--- src/rtl/lsu_bus_responder_pkg.sv ---
// Shared types and helpers for the LSU bus responder.
package lsu_bus_responder_pkg;

  typedef enum logic [1:0] {
    IDLE  = 2'd0,
    REQ   = 2'd1,
    RESP  = 2'd2,
    DRAIN = 2'd3
  } lsu_resp_state_t;

  localparam int unsigned LSU_TIMEOUT_DEFAULT = 64;

  function automatic logic [31:0] word_addr(input logic [31:0] byte_addr);
    return {byte_addr[31:2], 2'b00};
  endfunction

  // Loads always fetch the whole word; MEM1 selects lanes afterwards.
  function automatic logic [3:0] bus_byte_en(input logic we, input logic [3:0] wsel);
    return we ? wsel : 4'hF;
  endfunction

endpackage

--- src/rtl/lsu_bus_responder_if.sv ---
// LSU request port and data-bus port of the responder, bundled with directional modports.
interface lsu_bus_responder_if;

  logic        lsu_req_i;
  logic [31:0] lsu_addr_i;
  logic        lsu_we_i;
  logic [3:0]  lsu_wsel_byte_i;
  logic [31:0] lsu_wdata_i;
  logic        lsu_req_stall_o;
  logic [31:0] lsu_rdata_o;
  logic        lsu_req_done_o;
  logic        lsu_err_o;

  logic        bus_req_o;
  logic [31:0] bus_addr_o;
  logic        bus_we_o;
  logic [3:0]  bus_be_o;
  logic [31:0] bus_wdata_o;
  logic        bus_gnt_i;
  logic        bus_rvalid_i;
  logic [31:0] bus_rdata_i;
  logic        bus_err_i;

  // Handshakes: a request is accepted only in a cycle where the responder is not stalling;
  // the bus address phase completes when bus_req_o & bus_gnt_i, and exactly one
  // bus_rvalid_i follows in a later cycle; lsu_req_done_o is a single-cycle pulse.
  modport slave (
    input  lsu_req_i, lsu_addr_i, lsu_we_i, lsu_wsel_byte_i, lsu_wdata_i,
    input  bus_gnt_i, bus_rvalid_i, bus_rdata_i, bus_err_i,
    output lsu_req_stall_o, lsu_rdata_o, lsu_req_done_o, lsu_err_o,
    output bus_req_o, bus_addr_o, bus_we_o, bus_be_o, bus_wdata_o
  );

  modport master (
    output lsu_req_i, lsu_addr_i, lsu_we_i, lsu_wsel_byte_i, lsu_wdata_i,
    output bus_gnt_i, bus_rvalid_i, bus_rdata_i, bus_err_i,
    input  lsu_req_stall_o, lsu_rdata_o, lsu_req_done_o, lsu_err_o,
    input  bus_req_o, bus_addr_o, bus_we_o, bus_be_o, bus_wdata_o
  );

endinterface

--- src/rtl/lsu_bus_responder_timeout_ctr.sv ---
// Clearable up-counter flagging expiry after TIMEOUT_CYCLES enabled cycles; 0 disables it.
module lsu_bus_responder_timeout_ctr #(
  parameter int unsigned TIMEOUT_CYCLES = 64
) (
  input  logic clk_i,
  input  logic rstn_i,
  input  logic clr_i,
  input  logic en_i,
  output logic expired_o
);

  localparam bit          ENABLED = (TIMEOUT_CYCLES > 0);
  localparam int unsigned CW      = ENABLED ? $clog2(TIMEOUT_CYCLES + 1) : 1;
  localparam logic [CW-1:0] LAST  = ENABLED ? CW'(TIMEOUT_CYCLES - 1) : '0;

  logic [CW-1:0] cnt;

  always_ff @(posedge clk_i or negedge rstn_i) begin
    if (!rstn_i) begin
      cnt <= '0;
    end else if (!ENABLED || clr_i || !en_i) begin
      cnt <= '0;
    end else begin
      cnt <= cnt + 1'b1;
    end
  end

  assign expired_o = ENABLED && en_i && (cnt == LAST);

endmodule

--- src/rtl/lsu_bus_responder.sv ---
// Single-outstanding LSU responder: turns a MEM1 strobe into a bus req/gnt/rvalid transaction.
module lsu_bus_responder
  import lsu_bus_responder_pkg::*;
#(
  parameter int unsigned TIMEOUT_CYCLES = LSU_TIMEOUT_DEFAULT
) (
  input  logic            clk_i,
  input  logic            rstn_i,
  lsu_bus_responder_if.slave lsu,
  output lsu_resp_state_t dbg_state_o
);

  lsu_resp_state_t state;
  logic        bus_req_q;
  logic        done_q;
  logic        err_q;
  logic [31:0] rdata_q;
  logic [31:0] addr_q;
  logic        we_q;
  logic [3:0]  be_q;
  logic [31:0] wdata_q;

  logic accept;
  logic in_wait;
  logic leave;
  logic expired;

  assign accept  = (state == IDLE) && lsu.lsu_req_i;
  assign in_wait = (state != IDLE);
  assign leave   = ((state == REQ) && (lsu.bus_gnt_i || expired)) ||
                   (((state == RESP) || (state == DRAIN)) && (lsu.bus_rvalid_i || expired));

  lsu_bus_responder_timeout_ctr #(
    .TIMEOUT_CYCLES(TIMEOUT_CYCLES)
  ) u_timeout (
    .clk_i    (clk_i),
    .rstn_i   (rstn_i),
    .clr_i    (leave),
    .en_i     (in_wait),
    .expired_o(expired)
  );

  // Payload is captured only on acceptance, so it stays stable while the bus withholds grant.
  always_ff @(posedge clk_i or negedge rstn_i) begin
    if (!rstn_i) begin
      addr_q  <= '0;
      we_q    <= 1'b0;
      be_q    <= '0;
      wdata_q <= '0;
    end else if (accept) begin
      addr_q  <= word_addr(lsu.lsu_addr_i);
      we_q    <= lsu.lsu_we_i;
      be_q    <= bus_byte_en(lsu.lsu_we_i, lsu.lsu_wsel_byte_i);
      wdata_q <= lsu.lsu_wdata_i;
    end
  end

  always_ff @(posedge clk_i or negedge rstn_i) begin
    if (!rstn_i) begin
      state     <= IDLE;
      bus_req_q <= 1'b0;
      done_q    <= 1'b0;
      err_q     <= 1'b0;
      rdata_q   <= '0;
    end else begin
      done_q <= 1'b0;
      err_q  <= 1'b0;
      case (state)
        IDLE: begin
          if (lsu.lsu_req_i) begin
            bus_req_q <= 1'b1;
            state     <= REQ;
          end
        end
        REQ: begin
          if (lsu.bus_gnt_i) begin
            bus_req_q <= 1'b0;
            state     <= RESP;
          end else if (expired) begin
            bus_req_q <= 1'b0;
            done_q    <= 1'b1;
            err_q     <= 1'b1;
            state     <= IDLE;
          end
        end
        RESP: begin
          if (lsu.bus_rvalid_i) begin
            done_q <= 1'b1;
            err_q  <= lsu.bus_err_i;
            if (!we_q) rdata_q <= lsu.bus_rdata_i;
            state  <= IDLE;
          end else if (expired) begin
            done_q <= 1'b1;
            err_q  <= 1'b1;
            state  <= DRAIN;
          end
        end
        DRAIN: begin
          // Swallow the late response so it cannot be paired with the next request.
          if (lsu.bus_rvalid_i || expired) state <= IDLE;
        end
        default: state <= IDLE;
      endcase
    end
  end

  assign lsu.lsu_req_stall_o = (state != IDLE);
  assign lsu.lsu_rdata_o     = rdata_q;
  assign lsu.lsu_req_done_o  = done_q;
  assign lsu.lsu_err_o       = err_q;
  assign lsu.bus_req_o       = bus_req_q;
  assign lsu.bus_addr_o      = addr_q;
  assign lsu.bus_we_o        = we_q;
  assign lsu.bus_be_o        = be_q;
  assign lsu.bus_wdata_o     = wdata_q;
  assign dbg_state_o         = state;

  a_no_gnt_with_rvalid: assert property (@(posedge clk_i) disable iff (!rstn_i)
    (state == REQ) |-> !(lsu.bus_gnt_i && lsu.bus_rvalid_i));

  a_no_stray_rvalid: assert property (@(posedge clk_i) disable iff (!rstn_i)
    ((state == IDLE) || (state == REQ)) |-> !lsu.bus_rvalid_i);

endmodule

--- src/flat_wrapper.sv ---
// flat-port wrapper written by rule: the top's interface ports become plain ports
module lsu_bus_responder_flat import lsu_bus_responder_pkg::*;
#(
  parameter int unsigned TIMEOUT_CYCLES = LSU_TIMEOUT_DEFAULT
)
  (clk_i, rstn_i, dbg_state_o, lsu_lsu_req_i, lsu_lsu_addr_i, lsu_lsu_we_i, lsu_lsu_wsel_byte_i, lsu_lsu_wdata_i, lsu_bus_gnt_i, lsu_bus_rvalid_i, lsu_bus_rdata_i, lsu_bus_err_i, lsu_lsu_req_stall_o, lsu_lsu_rdata_o, lsu_lsu_req_done_o, lsu_lsu_err_o, lsu_bus_req_o, lsu_bus_addr_o, lsu_bus_we_o, lsu_bus_be_o, lsu_bus_wdata_o);
  lsu_bus_responder_if lsu_i ();
  input  logic clk_i;
  input  logic rstn_i;
  output lsu_resp_state_t dbg_state_o;
  input wire logic [$bits(lsu_i.lsu_req_i)-1:0] lsu_lsu_req_i;
  input wire logic [$bits(lsu_i.lsu_addr_i)-1:0] lsu_lsu_addr_i;
  input wire logic [$bits(lsu_i.lsu_we_i)-1:0] lsu_lsu_we_i;
  input wire logic [$bits(lsu_i.lsu_wsel_byte_i)-1:0] lsu_lsu_wsel_byte_i;
  input wire logic [$bits(lsu_i.lsu_wdata_i)-1:0] lsu_lsu_wdata_i;
  input wire logic [$bits(lsu_i.bus_gnt_i)-1:0] lsu_bus_gnt_i;
  input wire logic [$bits(lsu_i.bus_rvalid_i)-1:0] lsu_bus_rvalid_i;
  input wire logic [$bits(lsu_i.bus_rdata_i)-1:0] lsu_bus_rdata_i;
  input wire logic [$bits(lsu_i.bus_err_i)-1:0] lsu_bus_err_i;
  output wire logic [$bits(lsu_i.lsu_req_stall_o)-1:0] lsu_lsu_req_stall_o;
  output wire logic [$bits(lsu_i.lsu_rdata_o)-1:0] lsu_lsu_rdata_o;
  output wire logic [$bits(lsu_i.lsu_req_done_o)-1:0] lsu_lsu_req_done_o;
  output wire logic [$bits(lsu_i.lsu_err_o)-1:0] lsu_lsu_err_o;
  output wire logic [$bits(lsu_i.bus_req_o)-1:0] lsu_bus_req_o;
  output wire logic [$bits(lsu_i.bus_addr_o)-1:0] lsu_bus_addr_o;
  output wire logic [$bits(lsu_i.bus_we_o)-1:0] lsu_bus_we_o;
  output wire logic [$bits(lsu_i.bus_be_o)-1:0] lsu_bus_be_o;
  output wire logic [$bits(lsu_i.bus_wdata_o)-1:0] lsu_bus_wdata_o;
  assign lsu_i.lsu_req_i = lsu_lsu_req_i;
  assign lsu_i.lsu_addr_i = lsu_lsu_addr_i;
  assign lsu_i.lsu_we_i = lsu_lsu_we_i;
  assign lsu_i.lsu_wsel_byte_i = lsu_lsu_wsel_byte_i;
  assign lsu_i.lsu_wdata_i = lsu_lsu_wdata_i;
  assign lsu_i.bus_gnt_i = lsu_bus_gnt_i;
  assign lsu_i.bus_rvalid_i = lsu_bus_rvalid_i;
  assign lsu_i.bus_rdata_i = lsu_bus_rdata_i;
  assign lsu_i.bus_err_i = lsu_bus_err_i;
  assign lsu_lsu_req_stall_o = lsu_i.lsu_req_stall_o;
  assign lsu_lsu_rdata_o = lsu_i.lsu_rdata_o;
  assign lsu_lsu_req_done_o = lsu_i.lsu_req_done_o;
  assign lsu_lsu_err_o = lsu_i.lsu_err_o;
  assign lsu_bus_req_o = lsu_i.bus_req_o;
  assign lsu_bus_addr_o = lsu_i.bus_addr_o;
  assign lsu_bus_we_o = lsu_i.bus_we_o;
  assign lsu_bus_be_o = lsu_i.bus_be_o;
  assign lsu_bus_wdata_o = lsu_i.bus_wdata_o;
  lsu_bus_responder #(.TIMEOUT_CYCLES(TIMEOUT_CYCLES)) u_core (.clk_i(clk_i), .rstn_i(rstn_i), .lsu(lsu_i), .dbg_state_o(dbg_state_o));
endmodule
--- config.mk ---
export PLATFORM = sky130hd
export DESIGN_NAME = lsu_bus_responder_flat
export DESIGN_NICKNAME = d
export VERILOG_FILES = /design/src/rtl/lsu_bus_responder_pkg.sv /design/src/rtl/lsu_bus_responder_if.sv /design/src/rtl/lsu_bus_responder_timeout_ctr.sv /design/src/rtl/lsu_bus_responder.sv /design/src/flat_wrapper.sv
export SDC_FILE = /design/constraint.sdc
export NUM_CORES = 1
export LEC_CHECK = 0
export ABC_CLOCK_PERIOD_IN_PS = 4400
export CORE_MARGIN = 2
export CORE_UTILIZATION = 42
export DETAILED_ROUTE_END_ITERATION = 12
export PLACE_DENSITY = 0.8
export SLEW_MARGIN = 20
export SYNTH_ARGS = -nofsm -noshare
export SYNTH_HDL_FRONTEND = slang
export SYNTH_SLANG_ARGS = --single-unit
--- constraint.sdc ---
create_clock -name clk_i -period 4.4 [get_ports clk_i]
set_input_delay 0.88 -clock clk_i [delete_from_list [all_inputs] [get_ports clk_i]]
set_output_delay 0.88 -clock clk_i [all_outputs]
set_load 0.02 [all_outputs]
==> key figures, run 1 <==
Logic synthesis
  • Top cell type's share of synthesized area: 63.1%
  • Seq/Total Area, Yosys: 63.1%
  • Cells after Synth: 291
  • Largest cells by area after synthesis: dfrtp_1, mux2_2, ha_1
  • Area leader, netlist: dfrtp_1
  • Synth Warn #: 0
  • Mean instance size in the synthesized netlist: 15.1 µm²
  • #FFs+latches synth: 111
  • Distinct cells, synth: 36
  • Mapped cell area: 4400 µm²

Placed design
  • Port Buffer Count: 209
  • Routability cong.: 0.744
  • Hpwl dp: 7810 µm

Worst setup path
  • CP Cell Sequence: inv_1, ha_1, inv_1, clkdlybuf4s50_1
  • Required @ worst endpoint: 3.52 ns
  • Critical path's largest stage delay: 0.59 ns
  • Worst-path maximum fanout: 7
  • Crit. End Element: output port
  • CP dominant cell by count: inv_1
  • Startpoint types: flop
  • CP Buf/Inv Count: 3
  • Worst path slowest cell: clkdlybuf4s50_1
  • FF-to-FF setup slack: 2.17 ns
  • Top cell family by delay on the critical path: buffers and inverters
  • Critical path class: flop to output port
  • Worst path arrival time: 1.88 ns

STA
  • FMAX: 362 MHz
  • Worst hold slack: 0.441 ns
  • Worst slew pin tran: 0.706 ns
  • Endpoints failing hold: 0
  • Worst slew margin: 52.8%
  • Setup TNS: 0 ns
  • Unrepaired setup endpoints after global routing: no
  • Final period utilization: 62.7%
  • Post-route minimum period: 2.76 ns
  • Final setup violation count: 0
  • Clk_skew: 0.00454 ns
  • Final Max Tran Viols: 0

Pwr
  • Total power: 4.68 mW
  • Lkg Pwr: 2.89 nW
  • Worst VDD drop: 0.000356 V
  • Pwr Density: 689 nW/µm²

Routing
  • Routed len/inst: 16.1 µm
  • Antenna-violating nets left: 0
  • 1st-iter DRT viols: 126
  • WL final: 10300 µm
  • DR vias: 3070
  • DR pass1 iterations: 4
  • Vias per inst: 4.77
  • Residual DRC: 0

Clocking
  • Clk_lat worst skew: 0.36 ns
  • H-tree Lvls: 3
  • CTS tree: yes
  • CTS Buffer Depth: 2
  • CTS root buffer: clkbuf_8
  • Clk sink count: 111
  • Worst-path clk slew: 0.10 ns
  • Cts repair resizes: 0
  • Post-CTS setup buffers: 0
  • Hold-fix buffer count after cts: 0
  • TritonCTS Buffers: 9

Final layout
  • Final-stage net count: 615
  • Layout area overhead: 54.3%
  • Share of layout cells above drive strength 1: 23.1%
  • # diodes: 0

Floorplanning
  • IO Count: 214
  • Die area: 11300 µm²
  • Initial core utilization: 43.0%
  • Site Rows: 37
  • Die width: 106 µm
  • Core area: 10200 µm²
  • Die H: 106 µm

Global route
  • Largest net degree at the start of global routing: 50
  • First-pass GRT wire length: 16400 µm
  • All-Layer GR Usage: 18.6%
  • Initial antenna violation count: 0
  • Vias in the first global route: 3183
  • Total grt overflow: 0

Outcome
  • Status: finished, final reports clean

Hold path
  • Min-Delay Path Class: input pin to asynchronous set/reset pin

Job
  • Max_cap viols: 0
==> per-stage QoR <==
step / worst slack [ns] / utilization, % / cells / instance area, µm²
floorplan: 2.44 / - / 292 / 4410
global placement: 1.69 / 64.7 / 627 / 6620
detailed placement: 1.69 / 64.7 / 627 / 6620
CTS: 1.61 / 66.4 / 643 / 6790
global route: 1.53 / 66.4 / 643 / 6790
finish: 1.64 / 66.4 / 643 / 6790
==> state kept, by name (all words and copies together), names as in the netlist <==
register,flops
u_core.lsu.bus_be_o,4
u_core.lsu.lsu_err_o,1
u_core.u_timeout.cnt,7
u_core.lsu.bus_addr_o,30
u_core.lsu.bus_we_o,1
u_core.lsu.bus_wdata_o,32
u_core.lsu.lsu_rdata_o,32
u_core.lsu.lsu_req_done_o,1
u_core.lsu.bus_req_o,1
u_core.dbg_state_o,2
==> synth_stat cells, drive strengths merged <==
library cell  count
dfrtp           111
mux2             96
buf              13
nand2            10
ha                6
nor2              6
nor2b             6
o21ai             5
a21oi             3
inv               3
nand2b            3
nand3             3
xnor2             3
a21boi            2
and2              2
o211ai            2
o21a              2
or2               2
a211oi            1
a31oi             1
and3              1
clkbuf            1
conb              1
mux2i             1
nand3b            1
nor3              1
nor4              1
o21bai            1
or2b              1
or4               1
xor2              1
==> where the power goes <==
part           switching, mW  internal (mW)
clock network          0.315          0.236
logic                   1.12           1.30
registers              0.232           1.48
==> layout make-up <==
| type | count | area [µm²] |
|---|---|---|
| clock inverter | 3 | 17.5 |
| multi-input combinational | 164 | 1530 |
| tap | 136 | 170 |
| sequential | 111 | 2780 |
| timing repair buffer | 213 | 2130 |
| fill | 777 | 3440 |
| inverter | 3 | 11.3 |
| clock buffer | 13 | 159 |
==> final timing paths <==
path	from	endpoint	depth (start not counted)
max	u_core.dbg_state_o[0]$_DFFE_PN0P_	lsu_lsu_req_stall_o	4
min	rstn_i	u_core.lsu.bus_addr_o[8]$_DFFE_PN0P_	1
max reg2reg	u_core.dbg_state_o[0]$_DFFE_PN0P_	u_core.lsu.bus_wdata_o[22]$_DFFE_PN0P_	5
min reg2reg	u_core.u_timeout.cnt[0]$_DFF_PN0_	u_core.u_timeout.cnt[0]$_DFF_PN0_	1
max in group asynchronous	rstn_i	u_core.lsu.bus_addr_o[3]$_DFFE_PN0P_	2
min in group clk_i	u_core.u_timeout.cnt[0]$_DFF_PN0_	u_core.u_timeout.cnt[0]$_DFF_PN0_	1
==> per-layer routing <==
metal / global-route usage (%) / routed length (µm) / vias to the layer above
met1: 23.2 / 4120 / 1492
met3: 4.41 / 825 / 15
met4: 6.77 / 158 / 0
met2: 31.5 / 5240 / 139
li1: - / - / 1424
met5: 0 / 0 / -
==> cell families after synthesis <==
kind of cell	count (synthesis)	synth area share [%]
DFF	111	63.1
and+or+nand+nor	38	4.58
xor gates and xnor gates	4	0.796
muxes	97	25.0
other	1	0.0852
AOI/OAI and AO/OA	17	2.42
buffers and inverters	17	2.39
adders and majority gates	6	1.70
==> cells in the final DEF (no fill, tap or decap), types with 2 or more instances in the layout <==
| cell | netlist | final |
|---|---|---|
| a21oi_1 | 3 | 3 |
| o21a_1 | 2 | 2 |
| nor2b_1 | 6 | 6 |
| nand2b_1 | 3 | 3 |
| and2_1 | 2 | 2 |
| conb_1 | 1 | 2 |
| clkbuf_1 | 0 | 2 |
| mux2_4 | 2 | 2 |
| nand2_1 | 10 | 9 |
| o21ai_0 | 5 | 5 |
| buf_4 | 2 | 4 |
| clkdlybuf4s50_1 | 0 | 208 |
| or2_1 | 2 | 2 |
| clkbuf_8 | 0 | 11 |
| nor2_1 | 6 | 6 |
| o211ai_1 | 2 | 2 |
| mux2_2 | 94 | 94 |
| clkinv_2 | 0 | 2 |
| xnor2_1 | 3 | 3 |
| inv_1 | 3 | 3 |
| dfrtp_1 | 111 | 111 |
| ha_1 | 6 | 6 |
| nand3_1 | 2 | 2 |
Note: power is estimated with default switching activity, not from simulation.
==> run 2, diff against run 1 <==
ABC_CLOCK_PERIOD_IN_PS = 2600   (was 4400)
CORE_UTILIZATION = 41   (was 42)
PLACE_DENSITY = 0.78   (was 0.8)
clock period = 2.6 ns   (was 4.4 ns; I/O delays follow)
==> run 2 against run 1 <==
- count of clock-buffer cells in the layout is 4 lower
- core utilization is 0.081 points lower
- sequential power is 70% higher
- non-clock buffer count is 2 higher
- cell area is 1.2% higher
- register-to-register slack worse by 1.5 ns
- first-iteration DRC count is 17% lower
- setup slack worse by 1.5 ns
- critical endpoint unchanged
==> key figures, run 2 (synthesized netlist as in run 1, its figures left out) <==
Global route
  • Total grt overflow: 0
  • First-pass GRT wire length: 16500 µm
  • Vias in the first global route: 3323
  • Largest net degree at the start of global routing: 54
  • Initial antenna violation count: 0
  • All-Layer GR Usage: 18.6%

Pwr
  • Pwr Density: 1190 nW/µm²
  • Lkg Pwr: 2.93 nW
  • Int Power: 5.27 mW
  • Clock power share: 13.8%
  • Worst VDD drop: 0.000715 V
  • Sw power: 2.88 mW
  • Sequential power share: 35.6%
  • Logic pwr share: 50.6%
  • Sw Ratio: 35.3%

Hold path
  • Min-Delay Path Class: input pin to asynchronous set/reset pin

Final layout
  • Final-stage net count: 617
  • Leading cell types in the layout, fill and taps excluded: clkdlybuf4s50_1, dfrtp_1, mux2_2
  • Commonest non-fill, non-tap cell in the layout: clkdlybuf4s50_1
  • # fillers: 767
  • # diodes: 0
  • Fin area: 6880 µm²
  • Seq. cell area: 2780 µm²
  • Share of layout cells above drive strength 1: 23.8%
  • Final core utilization: 66.3%
  • Layout area overhead: 56.2%
  • Multi-input logic area: 1530 µm²

Clocking
  • Cts repair resizes: 0
  • Hold-fix buffer count after cts: 0
  • Clk_lat worst skew: 0.37 ns
  • CTS Buffer Depth: 2
  • H-tree Lvls: 3
  • TritonCTS Buffers: 9
  • CTS tree: yes
  • CTS root buffer: clkbuf_8
  • Post-CTS setup buffers: 0
  • Clk sink count: 111
  • Worst-path clk slew: 0.10 ns

STA
  • Worst slew margin: 61.4%
  • Post-route minimum period: 2.44 ns
  • FMAX: 409 MHz
  • Final setup violation count: 0
  • Unrepaired setup endpoints after global routing: no
  • Final Max Tran Viols: 0
  • Final period utilization: 94.0%
  • Setup TNS: 0 ns
  • Worst slew pin tran: 0.579 ns
  • Clk_skew: 0.00764 ns
  • Endpoints failing hold: 0

Routing
  • 1st-iter DRT viols: 104
  • DR pass1 iterations: 4
  • Routed len/inst: 16.5 µm
  • DR vias: 3055
  • Residual DRC: 0
  • Vias per inst: 4.74
  • Antenna-violating nets left: 0
  • WL final: 10600 µm

Worst setup path
  • Required @ worst endpoint: 2.08 ns
  • Worst-path maximum fanout: 7
  • Crit. End Element: output port
  • Startpoint types: flop
  • Critical path class: flop to output port
  • Worst path arrival time: 1.92 ns

Outcome
  • Status: finished, final reports clean

Placed design
  • Post-DP Area: 6660 µm²
  • Hpwl dp: 8120 µm
  • Port Buffer Count: 209
  • Routability cong.: 0.750

Floorplanning
  • Die H: 108 µm
  • Core area: 10400 µm²
  • IO Count: 214
  • Site Rows: 37
  • Die area: 11600 µm²
  • Die width: 108 µm
  • Initial core utilization: 42.5%

Job
  • Max_cap viols: 0
run 2: cell count changes in the layout (fill, tap and decap cells not counted), sizes merged:
cell,delta
clkinv,+2
inv,+1
clkinvlp,-1
buf,+2
clkbuf,-4
bufinv,+2
run 2: metal layers:
layer / track usage [%] / vias to the layer above / routed length (µm)
li1: - / 1429 / -
met1: 21.4 / 1486 / 4190
met2: 32.5 / 123 / 5500
met3: 5.45 / 17 / 733
met4: 7.05 / 0 / 211
met5: 0 / - / 0
run 2: power by group through the flow:
stage | logic (mW) | registers, mW | clock network, mW
final | 4.13 | 2.90 | 1.12
after global routing | 4.37 | 2.99 | 1.23
after CTS | 4.19 | 2.91 | 1.17
after detailed placement | 4.17 | 2.94 | 0
after global placement | 4.09 | 2.89 | 0
after floorplan | 1.14 | 3.87 | 0
run 2: final cells by class:
type | count | area share (%)
clock inverter | 7 | 1.40
timing repair buffer | 215 | 31.6
inverter | 3 | 0.164
clock buffer | 9 | 1.80
multi-input combinational | 164 | 22.2
tap | 136 | 2.47
sequential | 111 | 40.4
run 2: critical path, stage by stage (launching register included):
cell             delay [ns]
dfrtp_1                0.42
inv_1                  0.11
ha_1                   0.31
inv_1                  0.10
clkdlybuf4s50_1        0.61
run 2: worst paths after layout:
kind / cells past startpoint / slack (ns) / startpoint / endpoint
hold / removal: 1 / 0.14 / rstn_i / u_core.lsu.lsu_rdata_o[29]$_DFFE_PN0P_
min in group clk_i: 1 / 0.49 / u_core.u_timeout.cnt[0]$_DFF_PN0_ / u_core.u_timeout.cnt[0]$_DFF_PN0_
setup / recovery: 4 / 0.16 / u_core.dbg_state_o[0]$_DFFE_PN0P_ / lsu_lsu_req_stall_o
hold reg to reg: 1 / 0.49 / u_core.u_timeout.cnt[0]$_DFF_PN0_ / u_core.u_timeout.cnt[0]$_DFF_PN0_
setup reg to reg: 5 / 0.69 / u_core.dbg_state_o[0]$_DFFE_PN0P_ / u_core.lsu.bus_addr_o[18]$_DFFE_PN0P_
max in group asynchronous: 2 / 1.76 / rstn_i / u_core.lsu.bus_addr_o[23]$_DFFE_PN0P_
run 2: stage by stage:
step / setup WS (ns) / cells / power (mW) / hold WS (ns)
after floorplan: 0.793 / 292 / 5.01 / 0.224
after global placement: 0.531 / 629 / 6.98 / 0.465
after detailed placement: 0.507 / 629 / 7.12 / 0.478
after CTS: 0.110 / 645 / 8.26 / 0.147
after global routing: 0.0265 / 645 / 8.60 / 0.164
final: 0.155 / 645 / 8.15 / 0.136
